## src/rtl/sicobi_mem_pkg.sv

```systemverilog
// Shared types and helpers for the SiCoBi memory responder.
// Holds the FSM state encoding, the LFSR tap mask and the wait-target calculation.
package sicobi_mem_pkg;

    typedef enum logic [1:0] {
        CLEAR,
        IDLE,
        WAIT
    } state_e;

    // Galois form of x^16 + x^14 + x^13 + x^11, shifting right.
    localparam logic [15:0] LFSR16_TAPS = 16'hB400;

    function automatic int unsigned waitTarget(input int unsigned waitCycles,
                                               input int unsigned randBits,
                                               input logic [15:0] lfsr);
        logic [15:0] mask;
        mask = (randBits == 0) ? 16'h0000 : 16'((32'd1 << randBits) - 32'd1);
        return waitCycles + 32'(lfsr & mask);
    endfunction

endpackage

```

## src/rtl/sicobi_lfsr16.sv

```systemverilog
// 16-bit Galois LFSR that advances one step per cycle with step_i high.
// Reset loads SEED, which must be nonzero.
module sicobi_lfsr16
    import sicobi_mem_pkg::*;
#(
    parameter logic [15:0] SEED = 16'hACE1
) (
    input  logic        clk_i,
    input  logic        rst_i,
    input  logic        step_i,
    output logic [15:0] value_o
);

    logic [15:0] lfsr_q, lfsr_d;

    always_comb begin
        lfsr_d = lfsr_q;
        if (step_i) begin
            lfsr_d = (lfsr_q >> 1) ^ (lfsr_q[0] ? LFSR16_TAPS : 16'h0000);
        end
    end

    always_ff @(posedge clk_i) begin
        if (rst_i) begin
            lfsr_q <= SEED;
        end else begin
            lfsr_q <= lfsr_d;
        end
    end

    assign value_o = lfsr_q;

endmodule

```

## src/rtl/sicobi_mem_responder.sv

```systemverilog
// Single-port memory model for the SiCoBi memory-driver protocol with
// fixed plus pseudo-random wait states and a post-reset clear sweep.
module sicobi_mem_responder
    import sicobi_mem_pkg::*;
#(
    parameter int unsigned       WIDTH          = 16,
    parameter int unsigned       HEIGHT         = 16,
    parameter int unsigned       WAIT_CYCLES    = 0,
    parameter int unsigned       RAND_WAIT_BITS = 0,
    parameter logic [15:0]       LFSR_SEED      = 16'hACE1,
    parameter logic [WIDTH-1:0]  INIT_VALUE     = '0,
    localparam int unsigned      AW             = (HEIGHT > 1) ? $clog2(HEIGHT) : 1
) (
    input  logic             clk_i,
    input  logic             rst_i,
    input  logic             enable_i,
    input  logic             isWrite_i,
    input  logic [WIDTH-1:0] wrData_i,
    input  logic [AW-1:0]    addr_i,
    output logic [WIDTH-1:0] rdData_o,
    output logic             hold_o,
    output logic             busy_o,
    output logic             error_o
);

    localparam int unsigned TMAX = WAIT_CYCLES + (32'd1 << RAND_WAIT_BITS) - 1;
    localparam int unsigned CW   = (TMAX > 0) ? $clog2(TMAX + 1) : 1;

    state_e           state_q;
    logic [AW-1:0]    clrPtr_q;
    logic [CW-1:0]    cnt_q;
    logic [CW-1:0]    tgt;
    logic [15:0]      lfsrVal;
    logic             addrOk, accept, memWe;
    logic [AW-1:0]    memAddr;
    logic [WIDTH-1:0] memWdata;
    logic [WIDTH-1:0] mem_q [HEIGHT];

    // The LFSR only moves when a request starts, so idle time never shifts the T sequence.
    sicobi_lfsr16 #(.SEED(LFSR_SEED)) u_lfsr (
        .clk_i  (clk_i),
        .rst_i  (rst_i),
        .step_i ((state_q == IDLE) && enable_i),
        .value_o(lfsrVal)
    );

    assign tgt    = CW'(waitTarget(WAIT_CYCLES, RAND_WAIT_BITS, lfsrVal));
    assign addrOk = 32'(addr_i) < HEIGHT;

    always_comb begin
        hold_o = 1'b1;
        case (state_q)
            IDLE:    hold_o = enable_i && (tgt != '0);
            WAIT:    hold_o = (cnt_q != '0);
            default: hold_o = 1'b1;
        endcase
    end

    assign accept = enable_i && !hold_o && (state_q != CLEAR);
    assign busy_o = (state_q == CLEAR);

    // The clear sweep shares the single write port with normal accepts.
    assign memWe    = (state_q == CLEAR) || (accept && isWrite_i && addrOk);
    assign memAddr  = (state_q == CLEAR) ? clrPtr_q : addr_i;
    assign memWdata = (state_q == CLEAR) ? INIT_VALUE : wrData_i;

    always_ff @(posedge clk_i) begin
        if (memWe) begin
            mem_q[memAddr] <= memWdata;
        end
    end

    always_ff @(posedge clk_i) begin
        if (rst_i) begin
            state_q  <= CLEAR;
            clrPtr_q <= '0;
            cnt_q    <= '0;
            rdData_o <= '0;
            error_o  <= 1'b0;
        end else begin
            if (accept && !isWrite_i) begin
                rdData_o <= addrOk ? mem_q[addr_i] : '0;
            end
            if (accept && !addrOk) begin
                error_o <= 1'b1;
            end
            case (state_q)
                CLEAR: begin
                    clrPtr_q <= clrPtr_q + 1'b1;
                    if (clrPtr_q == AW'(HEIGHT - 1)) begin
                        state_q <= IDLE;
                    end
                end
                IDLE: begin
                    if (enable_i && (tgt != '0)) begin
                        cnt_q   <= tgt - 1'b1;
                        state_q <= WAIT;
                    end
                end
                WAIT: begin
                    if (!enable_i) begin
                        error_o <= 1'b1;
                        state_q <= IDLE;
                    end else if (cnt_q != '0) begin
                        cnt_q <= cnt_q - 1'b1;
                    end else begin
                        state_q <= IDLE;
                    end
                end
                default: state_q <= CLEAR;
            endcase
        end
    end

endmodule

```

## config.mk

```make
export PLATFORM = sky130hd
export DESIGN_NAME = sicobi_mem_responder
export DESIGN_NICKNAME = d
export VERILOG_FILES = /design/src/rtl/sicobi_mem_pkg.sv /design/src/rtl/sicobi_lfsr16.sv /design/src/rtl/sicobi_mem_responder.sv
export SDC_FILE = /design/constraint.sdc
export NUM_CORES = 1
export LEC_CHECK = 0
export BUFFER_PORTS_ARGS = -buffer_cell sky130_fd_sc_hd__buf_4
export CORE_ASPECT_RATIO = 0.6
export CORE_MARGIN = 5
export CORE_UTILIZATION = 55
export DETAILED_ROUTE_END_ITERATION = 10
export PLACE_DENSITY = 0.82
export SLEW_MARGIN = 20
export SYNTH_ARGS = -nofsm -noshare
export SYNTH_HDL_FRONTEND = slang
export SYNTH_SLANG_ARGS = --single-unit
```

## constraint.sdc

```tcl
create_clock -name clk_i -period 3.2 [get_ports clk_i]
set_input_delay 0.64 -clock clk_i [delete_from_list [all_inputs] [get_ports clk_i]]
set_output_delay 0.64 -clock clk_i [all_outputs]
set_load 0.05 [all_outputs]
```

After elaboration in Yosys (flattened, before gate mapping)

Memory sizes are Yosys's and may differ from the RTL's. A register that Yosys moved wholly into a read port is not among the register bits.
Cells that the tools add are included.

$add $sub $neg: 2
$mul: 0
Div/mod/pow operators: 0
$lt $le $gt $ge: 0
Equality and inequality tests: 5
Shifts and indexed selects: 0
Mux-type cells: 10
Bitwise logic cells: 2
Reduce and logical (&&, ||, !) cells: 12

Operator list:

| cell                                                             | count |
|---|---|
| 16-bit two-way mux                                               | 1 |
| 2-bit two-way mux                                                | 3 |
| 2-bit case mux with 3 select lines                               | 1 |
| 4-bit by 1-bit adder with 4-bit output (second input constant)   | 1 |
| 4-bit == test (second input constant)                            | 1 |
| 1-bit logical AND                                                | 4 |
| 4-bit two-way mux                                                | 1 |
| 2-bit AND reduction                                              | 2 |
| 1-bit two-way mux                                                | 3 |
| 3-bit != test (second input constant)                            | 1 |
| 3-bit AND reduction                                              | 1 |
| 2-bit by 1-bit == test with 1-bit output (second input constant) | 1 |
| 2-bit == test (second input constant)                            | 1 |
| 1-bit logical NOT                                                | 2 |
| 2-bit logical NOT                                                | 1 |
| 2-bit by 1-bit != test with 1-bit output (second input constant) | 1 |
| 1-bit NOT                                                        | 2 |
| 1-bit case mux with 2 select lines                               | 1 |
| 2-bit nonzero test                                               | 1 |
| 1-bit logical OR                                                 | 1 |
| 1-bit subtractor (second input constant)                         | 1 |

Flip-flop bits (word level): 8
Bits in latches: 0
RAM bits: 256
Bits in read-only memories: 0
Input port bits: 24
Output and inout bits: 19
Word-level logic and storage cells: 36
Memories: 1

Memories:

| name  | depth | width | rd ports | clocked after memory_dff | write ports | RTL line                   | source |
|---|---|---|---|---|---|---|---|
| mem_q | 16    | 16    | 1        | 1                        | 1           | sicobi_mem_responder.sv:37 | `logic [WIDTH-1:0] mem_q [HEIGHT];` |

Longest topological paths before layout

Depth in word-level cells: 9
Mapped depth: 8
Mapped depth without buffers: 4

Worst setup path before layout

OpenSTA, ideal clock, no wires.

Path type: input to register
Start point: input port addr_i[0]
End point: memory mem_q[14][0] (enable)
Setup time: 0.388 ns
Arrival: 2.251 ns
Data required time: 2.812 ns
Setup slack: 0.561 ns
Stages on the path: 7
Buffers on the path: 4
Cell sequence: buf_6 > buf_12 > buf_6 > buf_4 > a21oi_1 > nand2_1 > nor2_1

Longest elaborated chain between the ends: 1

RTL lines:

| element           | RTL line                   | source |
|---|---|---|
| start, declared   | sicobi_mem_responder.sv:19 | `input logic [AW-1:0] addr_i,` |
| 4-bit two-way mux | sicobi_mem_responder.sv:64 | `assign memAddr = (state_q == CLEAR) ? clrPtr_q : addr_i;` |
| end, declared     | sicobi_mem_responder.sv:37 |  |

No other way between the ends.

Final worst setup path

Start point: register state_q[0]
End point: output port hold_o

Longest elaborated chain between the ends: 2
Elaborated cells between the ends (all ways): 3
Those cells by class: eq/ne: 2; mux: 1

RTL lines:

| element                                                                   | RTL line                   | source |
|---|---|---|
| start, declared                                                           | sicobi_mem_responder.sv:29 | `state_e state_q;` |
| start signal, assigned                                                    | sicobi_mem_responder.sv:75 | `state_q <= CLEAR;` |
| start signal, assigned                                                    | sicobi_mem_responder.sv:91 | `state_q <= IDLE;` |
| start signal, assigned                                                    | sicobi_mem_responder.sv:97 | `state_q <= WAIT;` |
| 2-bit == test or 2-bit by 1-bit == test with 1-bit output (tied branches) | sicobi_mem_responder.sv:52 | `case (state_q)` |
| 1-bit case mux with 2 select lines (*)                                    | sicobi_mem_responder.sv:52 |  |
| end, declared                                                             | sicobi_mem_responder.sv:21 | `output logic hold_o,` |

Mark *: on every way between the ends. The rest lies on a longest branch, timed or not.

==> out/qor.tcl <==
set qor(status) {complete, no violations}
set qor(ir_drop_mv) 0.614
set qor(preCtsSetupSlack_ps) 614
set qor(cts.repair_timing.setup_buffer_count) 0
set qor(cp.buffers_inverters) 2
set qor(leading_cell_type_in_the_layout_fill_and_taps_excluded) {sky130_fd_sc_hd__edfxtp_1}
set qor(leakage_nw) 4.17
set qor(syn-num-nets) 579
set qor(place_hpwl_mm) 14.7
set qor(synthTopCellsByArea) {sky130_fd_sc_hd__edfxtp_1 (71%), sky130_fd_sc_hd__mux4_2 (6.6%), sky130_fd_sc_hd__mux2i_1 (4.5%)}
set qor(detail_route.drc_violations) 0
set qor(syn_area_per_cell_sq_um) 19.6
set qor(finalClockSkew_ps) 10.3
set qor(drv.max_cap_violation_count) 0
set qor(gp_routability_congestion) 0.863
set qor(finalWorstPathRequiredPeriod_ps) 2530
set qor(netlist_area_sq_mm) 0.0109
set qor(clk_pin_slew_ps) 70
set qor(routed_wire_length_per_instance_um) 26.6
set qor(start_util) 0.565
set qor(grt_usage) 0.212
set qor(area_of_the_die_sq_mm) 0.0228
set qor(tightest_slew_ps) 746
set qor(port_buffers) 41
set qor(kind_of_cell_adding_the_most_delay_to_the_critical_path) {flip-flops}
set qor(cp-end-kind) {output pin}
set qor(vias_per_cell) 6.21
set qor(most-common-layout-cells) {sky130_fd_sc_hd__edfxtp_1 (256), sky130_fd_sc_hd__buf_4 (72), sky130_fd_sc_hd__mux2i_1 (49)}
set qor(post-route-cell-area_sq_mm) 0.0124
set qor(detailed_place.area_sq_mm) 0.0115
set qor(cts_tree) {yes}
set qor(ioPinCount) 43
set qor(antennaDiodeCount) 0
set qor(yosys.area.top_type_share) 0.708
set qor(setup.worst_path.class) {flop to output pin}
set qor(vias_in_the_first_global_route) 5625
set qor(layout.cells.non_filler) 907
set qor(grt_pass1_wl_mm) 35.6
set qor(final_hold_viol_count) 0
set qor(power_per_cell_area_mw_per_mm2) 596
set qor(critical_path.max_stage_delay_ps) 800
set qor(hold_class) {input port to flop}
set qor(worst_setup_margin_ps) 667
set qor(cts.hold.buffers_added) 0
set qor(unrepaired_setup_endpoints_after_global_routing) {false}
set qor(internal_power_w) 0.00592
set qor(start_kind) {flop}
set qor(area_delta_synth_final_pct) 14.0
set qor(max_slew_margin) 0.502
set qor(dr_pass1_iterations) 5
set qor(die_height_um) 119
set qor(sequentialPowerShare) 0.543
set qor(clkLatencyLatePin_ps) 520
set qor(biggest_area_consumer_among_synthesized_cells) {sky130_fd_sc_hd__edfxtp_1}
set qor(ys_seq_area_frac) 0.746
set qor(sw_frac_of_total) 0.197
set qor(initial_antenna_violation_count) 1
set qor(fin_crit_sh) 0.792
set qor(number_of_violations_reported_at_the_end_of_detailed_routing_iteration_0) 545
set qor(floorplan.die.width_um) 191
set qor(worst-path-max-fanout) 20
set qor(ys_async_rst_share) 0
set qor(slowest_stage_cell_crit_path) {sky130_fd_sc_hd__dfxtp_1}
set qor(grt-ovfl-total) 0
set qor(final.setup.tns_ps) 0
set qor(synth-warning-count) 0
set qor(crit_chain) {inv_1 -> buf_4}
set qor(yosys_register_bits) 277
set qor(cts_resized) 0
set qor(syn_inst) 554
set qor(design.final.nets) 648
set qor(num_rows) 39
set qor(yosysUniqueCellTypes) 38
set qor(dp.cells) 863
set qor(worst_hold_slack_ps) 338
set qor(synth_enable_flop_cells) 256
set qor(fp.coreArea_sq_mm) 0.0192
set qor(part_of_the_total_power_dissipated_in_combinational_logic) 0.048
set qor(cts.sinks) 277
set qor(yosys_most_used_dff) {sky130_fd_sc_hd__edfxtp_1}
set qor(cts_root_buffer) {sky130_fd_sc_hd__clkbuf_16}
set qor(clkPwrFrac) 0.409
set qor(setup_viol) 0
set qor(routed_wl_mm) 24.1
set qor(detailroute.via_count) 5631
set qor(netSwitchingPower_w) 0.00145
set qor(cts_buffers) 24
set qor(cts-root-to-sink-buffers) 3
set qor(r2r_slack_ps) 760
set qor(drt.antenna.violating_nets) 0
set qor(worstPathArrival_ps) 1890
set qor(timing.critical_path.required_ps) 2560
set qor(ctsHtreeMaxLevel) 1
set qor(max_frequency_mhz) 395
set qor(maxSlewViolCount) 0
set qor(maximum_number_of_pins_on_one_net_before_global_route_repair) 34
set qor(final_layout_size_suffix_gt1_frac) 0.240
==> synth_stat cells (8+ instances only) <==
master	n
sky130_fd_sc_hd__and2_1	18
sky130_fd_sc_hd__buf_6	10
sky130_fd_sc_hd__nand2_1	18
sky130_fd_sc_hd__mux4_2	32
sky130_fd_sc_hd__o21ai_0	12
sky130_fd_sc_hd__a22oi_1	10
sky130_fd_sc_hd__nor2_1	23
sky130_fd_sc_hd__edfxtp_1	256
sky130_fd_sc_hd__a32oi_1	10
sky130_fd_sc_hd__clkbuf_1	9
sky130_fd_sc_hd__mux4_1	16
sky130_fd_sc_hd__nand3_1	8
sky130_fd_sc_hd__dfxtp_1	21
sky130_fd_sc_hd__nand2b_1	10
sky130_fd_sc_hd__mux2i_1	49
==> per-layer routing <==
layer | GRT usage | wire [um]
met5 | 0 | 0
met4 | 0.0538 | 623
met3 | 0.0406 | 2220
met2 | 0.324 | 11100
met1 | 0.321 | 10200
==> final timing paths <==
path	from	cells after the start	end
setup / recovery	state_q[0]$_SDFFE_PP0P_	2	hold_o
hold / removal	rst_i	2	clrPtr_q[3]$_SDFFE_PP0N_
setup reg to reg	state_q[0]$_SDFFE_PP0P_	5	mem_q[9][7]$_DFFE_PP_
hold reg to reg	rdData_o[13]$_SDFFE_PP0P_	2	rdData_o[13]$_SDFFE_PP0P_
==> logic make-up after synthesis <==
kind of cell | share of synthesized area
other cells | 0.000345
fa+ha+maj | 0.00115
buf+inv | 0.0250
compound gates | 0.0338
simple gates | 0.0415
xor+xnor | 0.00161
mux | 0.150
flops | 0.746
==> worst register-to-register path, stage by stage, from the launching register on <==
cell and delay (ps):
sky130_fd_sc_hd__dfxtp_1 800, sky130_fd_sc_hd__buf_4 380, sky130_fd_sc_hd__a21o_1 160, sky130_fd_sc_hd__nand2_1 120, sky130_fd_sc_hd__nor2_1 270, sky130_fd_sc_hd__buf_4 370
==> power groups by stage <==
stage	registers, W	logic, W	clock network (W)
6_report	0.00401	0.000351	0.00302
5_1_grt	0.00401	0.000370	0.00322
4_1_cts	0.00401	0.000351	0.00307
3_5_place_dp	0.00409	0.000348	0
3_3_place_gp	0.00408	0.000340	0
2_1_floorplan	0.00408	0.000236	0
==> stage by stage <==
| step | util | power, W |
|---|---|---|
| floorplan | - | 0.00431 |
| global placement | 0.600 | 0.00442 |
| detailed placement | 0.600 | 0.00443 |
| CTS | 0.644 | 0.00743 |
| global route | 0.644 | 0.00760 |
| finish | 0.644 | 0.00738 |
==> final cells by class <==
cell class | count | area [sq um]
inverters | 4 | 15.0
clock inverters | 10 | 129
multi-input cells | 242 | 2510
clock buffers | 34 | 709
repair buffers | 74 | 581
fillers | 1311 | 6850
flip-flops and latches | 277 | 8110
well taps | 266 | 333
==> state kept, by name, summed over array words and instances (netlist names) <==
register	count
clrPtr_q	4
state_q	1
rdData_o	16
mem_q	256
Power figures use the tool's default switching activity.
